## config.mk

```make
export PLATFORM = sky130hd
export DESIGN_NAME = seg_ring_shifter_flat
export DESIGN_NICKNAME = d
export VERILOG_FILES = /design/src/rtl/seg_ring_shifter_if.sv /design/src/rtl/seg_ring_shifter.sv /design/src/flat_wrapper.sv
export SDC_FILE = /design/constraint.sdc
export NUM_CORES = 1
export LEC_CHECK = 0
export CORE_MARGIN = 1
export CORE_UTILIZATION = 52
export DETAILED_ROUTE_END_ITERATION = 16
export PLACE_DENSITY = 0.76
export SYNTH_ARGS = -nofsm -noshare
export SYNTH_HDL_FRONTEND = slang
export SYNTH_SLANG_ARGS = --single-unit
```

## constraint.sdc

```tcl
create_clock -name CLOCK_50 -period 2.9 [get_ports CLOCK_50]
set_clock_uncertainty 0.05 [all_clocks]
set_input_delay 0.435 -clock CLOCK_50 [delete_from_list [all_inputs] [get_ports CLOCK_50]]
set_output_delay 0.435 -clock CLOCK_50 [all_outputs]
set_load 0.01 [all_outputs]
```

## src/rtl/seg_ring_shifter_if.sv

```systemverilog
// Board-facing signal bundle of the segment ring shifter: key/switch inputs
// toward the shifter and the HEX/LEDR/LEDG/step outputs back to the pins.
interface seg_ring_shifter_if #(
  parameter int NUM_DIGITS = 4,
  parameter int LED_W      = 10,
  parameter int SPEED_MAX  = 7
);
  localparam int LVL_W = (SPEED_MAX > 0) ? $clog2(SPEED_MAX + 1) : 1;

  logic                    speed_up;
  logic                    speed_down;
  logic                    dir_right;
  logic                    dir_left;
  logic                    fill_one;
  logic                    fill_zero;
  logic [7*NUM_DIGITS-1:0] hex_n;
  logic [LED_W-1:0]        ledr;
  logic [SPEED_MAX:0]      ledg;
  logic [LVL_W-1:0]        speed_level;
  logic                    step;

  modport master (
    output speed_up, speed_down, dir_right, dir_left, fill_one, fill_zero,
    input  hex_n, ledr, ledg, speed_level, step
  );

  modport slave (
    input  speed_up, speed_down, dir_right, dir_left, fill_one, fill_zero,
    output hex_n, ledr, ledg, speed_level, step
  );
endinterface

```

## src/rtl/seg_ring_shifter.sv

```systemverilog
// Segment ring shifter: walks a lit-segment pattern along a snake path through
// the 7-seg digits and rotates/fills the LED bank in lockstep. Two debounced
// keys move a saturating speed level that divides the shift period.
module seg_ring_shifter #(
  parameter int NUM_DIGITS   = 4,
  parameter int LED_W        = 10,
  parameter int BASE_PERIOD  = 50_000_000,
  parameter int SPEED_MAX    = 7,
  parameter int DEBOUNCE_CYC = 500_000
) (
  input  logic              CLOCK_50,
  input  logic              reset,
  seg_ring_shifter_if.slave bus
);
  localparam int P     = 5 * NUM_DIGITS;
  localparam int HEX_W = 7 * NUM_DIGITS;
  localparam int LVL_W = (SPEED_MAX > 0) ? $clog2(SPEED_MAX + 1) : 1;
  localparam int CNT_W = $clog2(BASE_PERIOD + 1);
  localparam int DB_W  = (DEBOUNCE_CYC > 1) ? $clog2(DEBOUNCE_CYC) : 1;

  localparam logic [CNT_W-1:0] CNT_INIT = CNT_W'(BASE_PERIOD - 1);
  localparam logic [DB_W-1:0]  DB_LAST  = DB_W'(DEBOUNCE_CYC - 1);
  localparam logic [LVL_W-1:0] LVL_TOP  = LVL_W'(SPEED_MAX);
  localparam logic [P-1:0]     PATH_RST = {P{1'b1}} >> (P - P/2);
  localparam logic [LED_W-1:0] LED_RST  = {LED_W{1'b1}} >> (LED_W - LED_W/2);

  // bit positions inside the synchroniser vector
  localparam int SU = 0;
  localparam int SD = 1;
  localparam int DR = 2;
  localparam int DL = 3;
  localparam int F1 = 4;
  localparam int F0 = 5;

  logic [5:0]            raw_in;
  logic [5:0]            sync_a;
  logic [5:0]            sync_b;
  logic [1:0][DB_W-1:0]  db_cnt;
  logic [1:0]            btn_acc;
  logic [1:0]            btn_rise;
  logic [LVL_W-1:0]      level;
  logic [LVL_W-1:0]      level_nxt;
  logic [SPEED_MAX:0]    ledg_q;
  logic [SPEED_MAX:0]    ledg_nxt;
  logic [CNT_W-1:0]      cnt;
  logic [CNT_W-1:0]      period_m1;
  logic [P-1:0]          path;
  logic [P-1:0]          path_nxt;
  logic [LED_W-1:0]      led;
  logic [LED_W-1:0]      led_nxt;
  logic [HEX_W-1:0]      hex_q;
  logic                  step_q;
  logic                  step_nxt;
  logic                  shift_tick;
  logic                  go_right;
  logic                  go_left;
  logic                  path_in;
  logic                  led_in;

  // Segment index (bit0 = a) visited at step j of digit k counted from the left.
  // Even digits run a,b,g,e,d; odd digits run d,c,g,f,a, forming the snake.
  function automatic int seg_of(input int k, input int j);
    int s;
    s = 0;
    if (k % 2 == 0) begin
      case (j)
        0:       s = 0;
        1:       s = 1;
        2:       s = 6;
        3:       s = 4;
        default: s = 3;
      endcase
    end else begin
      case (j)
        0:       s = 3;
        1:       s = 2;
        2:       s = 6;
        3:       s = 5;
        default: s = 0;
      endcase
    end
    return s;
  endfunction

  // Off-path segments stay dark; path bits are active-high, pins active-low.
  function automatic logic [HEX_W-1:0] path_to_hex(input logic [P-1:0] pth);
    logic [HEX_W-1:0] h;
    h = '1;
    for (int k = 0; k < NUM_DIGITS; k++) begin
      for (int j = 0; j < 5; j++) begin
        h[7*(NUM_DIGITS-1-k) + seg_of(k, j)] = ~pth[5*k + j];
      end
    end
    return h;
  endfunction

  assign raw_in = {bus.fill_zero, bus.fill_one, bus.dir_left, bus.dir_right,
                   bus.speed_down, bus.speed_up};

  // Two-flop synchroniser for every board input.
  always_ff @(posedge CLOCK_50) begin
    if (reset) begin
      sync_a <= '0;
      sync_b <= '0;
    end else begin
      sync_a <= raw_in;
      sync_b <= sync_a;
    end
  end

  // Accepted key state flips once the synced level has disagreed for DEBOUNCE_CYC cycles.
  always_comb begin
    btn_rise = '0;
    for (int b = 0; b < 2; b++) begin
      btn_rise[b] = (sync_b[b] != btn_acc[b]) && (db_cnt[b] == DB_LAST) && sync_b[b];
    end
  end

  // Debounce counters track consecutive disagreement cycles per key.
  always_ff @(posedge CLOCK_50) begin
    if (reset) begin
      db_cnt  <= '0;
      btn_acc <= '0;
    end else begin
      for (int b = 0; b < 2; b++) begin
        if (sync_b[b] != btn_acc[b]) begin
          if (db_cnt[b] == DB_LAST) begin
            btn_acc[b] <= sync_b[b];
            db_cnt[b]  <= '0;
          end else begin
            db_cnt[b] <= db_cnt[b] + 1'b1;
          end
        end else begin
          db_cnt[b] <= '0;
        end
      end
    end
  end

  // Saturating level update; simultaneous up/down edges cancel.
  always_comb begin
    level_nxt = level;
    ledg_nxt  = '0;
    if (btn_rise[SU] && !btn_rise[SD] && level != LVL_TOP) begin
      level_nxt = level + 1'b1;
    end else if (btn_rise[SD] && !btn_rise[SU] && level != '0) begin
      level_nxt = level - 1'b1;
    end
    for (int i = 0; i <= SPEED_MAX; i++) begin
      ledg_nxt[i] = (i <= int'(level_nxt));
    end
  end

  // Speed level and its thermometer bar.
  always_ff @(posedge CLOCK_50) begin
    if (reset) begin
      level  <= '0;
      ledg_q <= '0 | 1'b1;
    end else begin
      level  <= level_nxt;
      ledg_q <= ledg_nxt;
    end
  end

  // Reload value follows the level sampled at the reload itself, so a level
  // change only shortens or stretches the period after the current one ends.
  assign period_m1 = CNT_W'((BASE_PERIOD >> level) - 1);

  // Period down-counter; terminal count marks the shift cycle.
  always_ff @(posedge CLOCK_50) begin
    if (reset) begin
      cnt <= CNT_INIT;
    end else if (cnt == '0) begin
      cnt <= period_m1;
    end else begin
      cnt <= cnt - 1'b1;
    end
  end

  // Next pattern: rotate by default, forced fill when exactly one fill key is on.
  always_comb begin
    shift_tick = (cnt == '0);
    go_right   = sync_b[DR];
    go_left    = sync_b[DL] & ~sync_b[DR];
    path_in    = go_right ? path[P-1] : path[0];
    led_in     = go_right ? led[0] : led[LED_W-1];
    if (sync_b[F1] && !sync_b[F0]) begin
      path_in = 1'b1;
      led_in  = 1'b1;
    end else if (sync_b[F0] && !sync_b[F1]) begin
      path_in = 1'b0;
      led_in  = 1'b0;
    end
    path_nxt = path;
    led_nxt  = led;
    step_nxt = 1'b0;
    if (shift_tick && go_right) begin
      path_nxt = {path[P-2:0], path_in};
      led_nxt  = {led_in, led[LED_W-1:1]};
      step_nxt = 1'b1;
    end else if (shift_tick && go_left) begin
      path_nxt = {path_in, path[P-1:1]};
      led_nxt  = {led[LED_W-2:0], led_in};
      step_nxt = 1'b1;
    end
  end

  // Pattern, LED bank, segment decode and strobe update in the same cycle.
  always_ff @(posedge CLOCK_50) begin
    if (reset) begin
      path   <= PATH_RST;
      led    <= LED_RST;
      hex_q  <= path_to_hex(PATH_RST);
      step_q <= 1'b0;
    end else begin
      path   <= path_nxt;
      led    <= led_nxt;
      hex_q  <= path_to_hex(path_nxt);
      step_q <= step_nxt;
    end
  end

  assign bus.hex_n       = hex_q;
  assign bus.ledr        = led;
  assign bus.ledg        = ledg_q;
  assign bus.speed_level = level;
  assign bus.step        = step_q;
endmodule

```

## src/flat_wrapper.sv

```systemverilog
// flat-port wrapper written by rule: the top's interface ports become plain ports
module seg_ring_shifter_flat 
#(
  parameter int NUM_DIGITS   = 4,
  parameter int LED_W        = 10,
  parameter int BASE_PERIOD  = 50_000_000,
  parameter int SPEED_MAX    = 7,
  parameter int DEBOUNCE_CYC = 500_000
)
  (CLOCK_50, reset, bus_speed_up, bus_speed_down, bus_dir_right, bus_dir_left, bus_fill_one, bus_fill_zero, bus_hex_n, bus_ledr, bus_ledg, bus_speed_level, bus_step);
  seg_ring_shifter_if #(.NUM_DIGITS(NUM_DIGITS), .LED_W(LED_W), .SPEED_MAX(SPEED_MAX)) bus_i ();
  input  logic CLOCK_50;
  input  logic reset;
  input wire logic [$bits(bus_i.speed_up)-1:0] bus_speed_up;
  input wire logic [$bits(bus_i.speed_down)-1:0] bus_speed_down;
  input wire logic [$bits(bus_i.dir_right)-1:0] bus_dir_right;
  input wire logic [$bits(bus_i.dir_left)-1:0] bus_dir_left;
  input wire logic [$bits(bus_i.fill_one)-1:0] bus_fill_one;
  input wire logic [$bits(bus_i.fill_zero)-1:0] bus_fill_zero;
  output wire logic [$bits(bus_i.hex_n)-1:0] bus_hex_n;
  output wire logic [$bits(bus_i.ledr)-1:0] bus_ledr;
  output wire logic [$bits(bus_i.ledg)-1:0] bus_ledg;
  output wire logic [$bits(bus_i.speed_level)-1:0] bus_speed_level;
  output wire logic [$bits(bus_i.step)-1:0] bus_step;
  assign bus_i.speed_up = bus_speed_up;
  assign bus_i.speed_down = bus_speed_down;
  assign bus_i.dir_right = bus_dir_right;
  assign bus_i.dir_left = bus_dir_left;
  assign bus_i.fill_one = bus_fill_one;
  assign bus_i.fill_zero = bus_fill_zero;
  assign bus_hex_n = bus_i.hex_n;
  assign bus_ledr = bus_i.ledr;
  assign bus_ledg = bus_i.ledg;
  assign bus_speed_level = bus_i.speed_level;
  assign bus_step = bus_i.step;
  seg_ring_shifter #(.NUM_DIGITS(NUM_DIGITS), .LED_W(LED_W), .BASE_PERIOD(BASE_PERIOD), .SPEED_MAX(SPEED_MAX), .DEBOUNCE_CYC(DEBOUNCE_CYC)) u_core (.CLOCK_50(CLOCK_50), .reset(reset), .bus(bus_i));
endmodule
```

==> reports/metrics.cfg <==
[clock_tree]
post_cts_buffers = 0
clock-sinks = 139
cts_root_buffer = clkbuf_16
cts_buffers = 17
h-tree-depth = 4
cts_tree = done
cts_buffer_depth = 2
clk_pin_slew_ns = 0.06
insertion_delay_ns = 0.41

[timing]
setup_viol = 0
fin_crit_ns = 2.76
whs_ns = 0.331
slew_headroom_pct = 57.7
fmax_mhz = 362
period_share_pct = 95.2
slew_violations = 0
hold_viol_final = 0
timing.setup.tns_ns = 0
worstMarginPinSlew_ns = 0.629
rsz0062_at_grt = no

[logic_synthesis]
netlist_instances = 776
synth_simple_gate_area_share_pct = 24.2
synth_top_family_by_area = simple AND/OR/NAND/NOR gates
avgSynthCellArea_sq_um = 8.52
syn_area_sq_um = 6610
synth_cell_types = 68
synth_edf_count = 0
yosys.area_share.xor_xnor_pct = 8.48
synth_warnings = 0
synth-seq-area-share_pct = 42.1
synthMuxAreaShare_pct = 0.946
synth-adder-area-share_pct = 3.18
synthFlopType = dfxtp_1
synth_compound_area_share_pct = 15.3
synth-async-reset-ratio_pct = 0
ys_ff_latch = 139

[power]
p_per_area_nw_per_um2 = 542
total_power_uw = 4250
max-vdd-ir-drop_mv = 0.443
power.leakage_uw = 0.00283

[die]
design.core.area_sq_um = 12200
ios = 58
die_height_um = 115
rows = 40
die-area_sq_um = 13200
start_util_pct = 54.1
die_w_um = 115

[placed_design]
dpl.hpwl_um = 9860
gp_congestion = 0.850
place.port_buffers = 48

[worst_setup_path]
end_kind = flop
worstSetupPathType = flop to flop
cp_max_fo = 29
cp_cell_sequence = or3_4, or3b_1, or3_4, or2_1, buf_4, or3_1, and3_1
critPathBufInv = 1
crit_path_start_kind = flop
crit_top_cell = or3_4
arrival_ns = 3.01
required_ns = 3.15
critPathTopFamily = simple AND/OR/NAND/NOR gates
slowest_delay_ns = 0.41
slowest_stage = or3_4

[global_routing]
grt_overflow_total = 0
antenna_found_initial = 0
grt_pass1_vias = 5238
grt_use_total_pct = 23.3
grt_first_pass_wirelength_um = 24500
grt_start_max_net_pins = 50

[drt]
dr_wl_met3_um = 591
ant_nets = 0
top_layer = met4
vias = 5609
routedWlPerCell_um = 14.6
drc = 0
via_per_inst = 5.60
routed_wl_um = 14600
drtPass1Iterations = 6
drt_iter0_drc = 371
met2_length_um = 6950
wl_met1_um = 6790

[worst_hold_path]
min_path_type = input pin to flop

[layout]
final_util_pct = 64.1
nets = 845
n_antenna_cell = 0
syn_to_final_growth_pct = 18.5
num-fill-cells = 1054
drive_gt1_share_pct = 7.68
multiInputGateArea_sq_um = 3500
seq_area_sq_um = 2780

[status]
status = complete, no violations

[run]
cap_violations = 0

state kept, by name, summed over array words and instances, names as in the netlist:
name,count
u_core.cnt,26
u_core.bus.ledg,7
u_core.path,20
u_core.sync_a,6
u_core.bus.hex_n,20
u_core.db_cnt,38
u_core.bus.step,1
u_core.bus.speed_level,3
u_core.bus.ledr,10
u_core.sync_b,6
u_core.btn_acc,2
path summary, 6_finish.rpt:
path | startpoint | endpoint | slack, ns | depth (start not counted)
max | u_core.cnt[2]$_SDFF_PP1_ | u_core.path[12]$_SDFF_PP0_ | 0.14 | 7
min | reset | u_core.bus.speed_level[0]$_SDFF_PP0_ | 0.33 | 2
max reg2reg | u_core.cnt[2]$_SDFF_PP1_ | u_core.path[12]$_SDFF_PP0_ | 0.14 | 7
min reg2reg | u_core.sync_a[3]$_SDFF_PP0_ | u_core.sync_b[3]$_SDFF_PP0_ | 0.39 | 1
cell usage in the layout, fill, tap and decap left out, types with 3 or more instances in the layout:
master / Yosys / final
a2111oi_0: 3 / 3
ha_1: 16 / 16
o22a_1: 3 / 3
a311oi_1: 6 / 6
o21a_1: 3 / 3
nor3_1: 24 / 24
a311o_1: 7 / 7
dfxtp_1: 139 / 139
nand3_1: 37 / 37
and4_1: 3 / 3
nand3b_1: 3 / 3
nor2b_1: 21 / 21
a221o_1: 5 / 5
or4_1: 6 / 6
o21ai_0: 49 / 48
nand2b_1: 15 / 15
and3_1: 12 / 12
conb_1: 1 / 9
mux2i_1: 4 / 4
clkinv_2: 0 / 3
inv_1: 24 / 24
clkbuf_8: 0 / 3
nand4_1: 9 / 9
xnor2_1: 30 / 30
buf_4: 10 / 23
o211ai_1: 6 / 6
a31oi_1: 7 / 7
o31ai_1: 5 / 5
nor4_1: 13 / 11
or3_1: 14 / 14
xor2_1: 34 / 34
a211oi_1: 7 / 7
o211a_1: 3 / 3
clkbuf_16: 0 / 17
a221oi_1: 4 / 4
nor2_1: 86 / 85
nand2_1: 63 / 63
clkbuf_1: 28 / 4
clkdlybuf4s50_1: 0 / 47
a21oi_1: 24 / 24
cell usage after synthesis (all sizes together), types with 24 or more instances:
cell	n	area share, %
buf	26	2.7
nor3	24	1.8
nor2	86	4.9
a21oi	24	1.8
nand2	63	3.6
xnor2	30	4.0
clkbuf	28	1.6
nand3	37	2.8
inv	24	1.4
dfxtp	139	42
xor2	34	4.5
o21ai	50	3.8
area by class of cell:
type	instances	share of cell area, %
clock inverter	7	1.15
timing repair buffer	72	8.53
tap	168	2.68
inverter	26	1.25
multi-input combinational	565	44.7
sequential	139	35.5
clock buffer	24	6.15
power by group:
part	leakage, uW	internal, uW	switching [uW]
Combinational	0.00143	83.3	138
Sequential	0.00112	1930	10.6
Clock	0.000276	1320	766
through the flow:
step	instance area (sq um)	std cells	worst slack, ns
6_report	7830	1001	0.140
5_1_grt	7830	1001	0.00582
4_1_cts	7820	1001	0.0238
3_5_place_dp	7240	970	0.0453
3_3_place_gp	7240	970	0.212
2_1_floorplan	6640	784	0.0597
routing by layer:
layer | up-vias | GRT usage (%)
li1 | 2799 | -
met1 | 2622 | 30.5
met2 | 159 | 37.6
met3 | 29 | 4.48
met4 | 0 | 10.4
met5 | - | 0
repair_timing:
action | 4_1_cts | 5_1_grt
endpoints found under the setup margin | 0 | 26
gates resized for setup | 0 | 5
hold buffers | 0 | 0
cells by family (layout without fill, tap and decap cells):
group | Yosys count | in the layout
muxes | 6 | 6
xor gates and xnor gates | 64 | 64
adders and majority gates | 17 | 17
other | 1 | 9
buffers and inverters | 80 | 129
AOI/OAI and AO/OA | 150 | 150
DFF | 139 | 139
and+or+nand+nor | 319 | 319
Note: power is estimated with default switching activity, not from simulation.
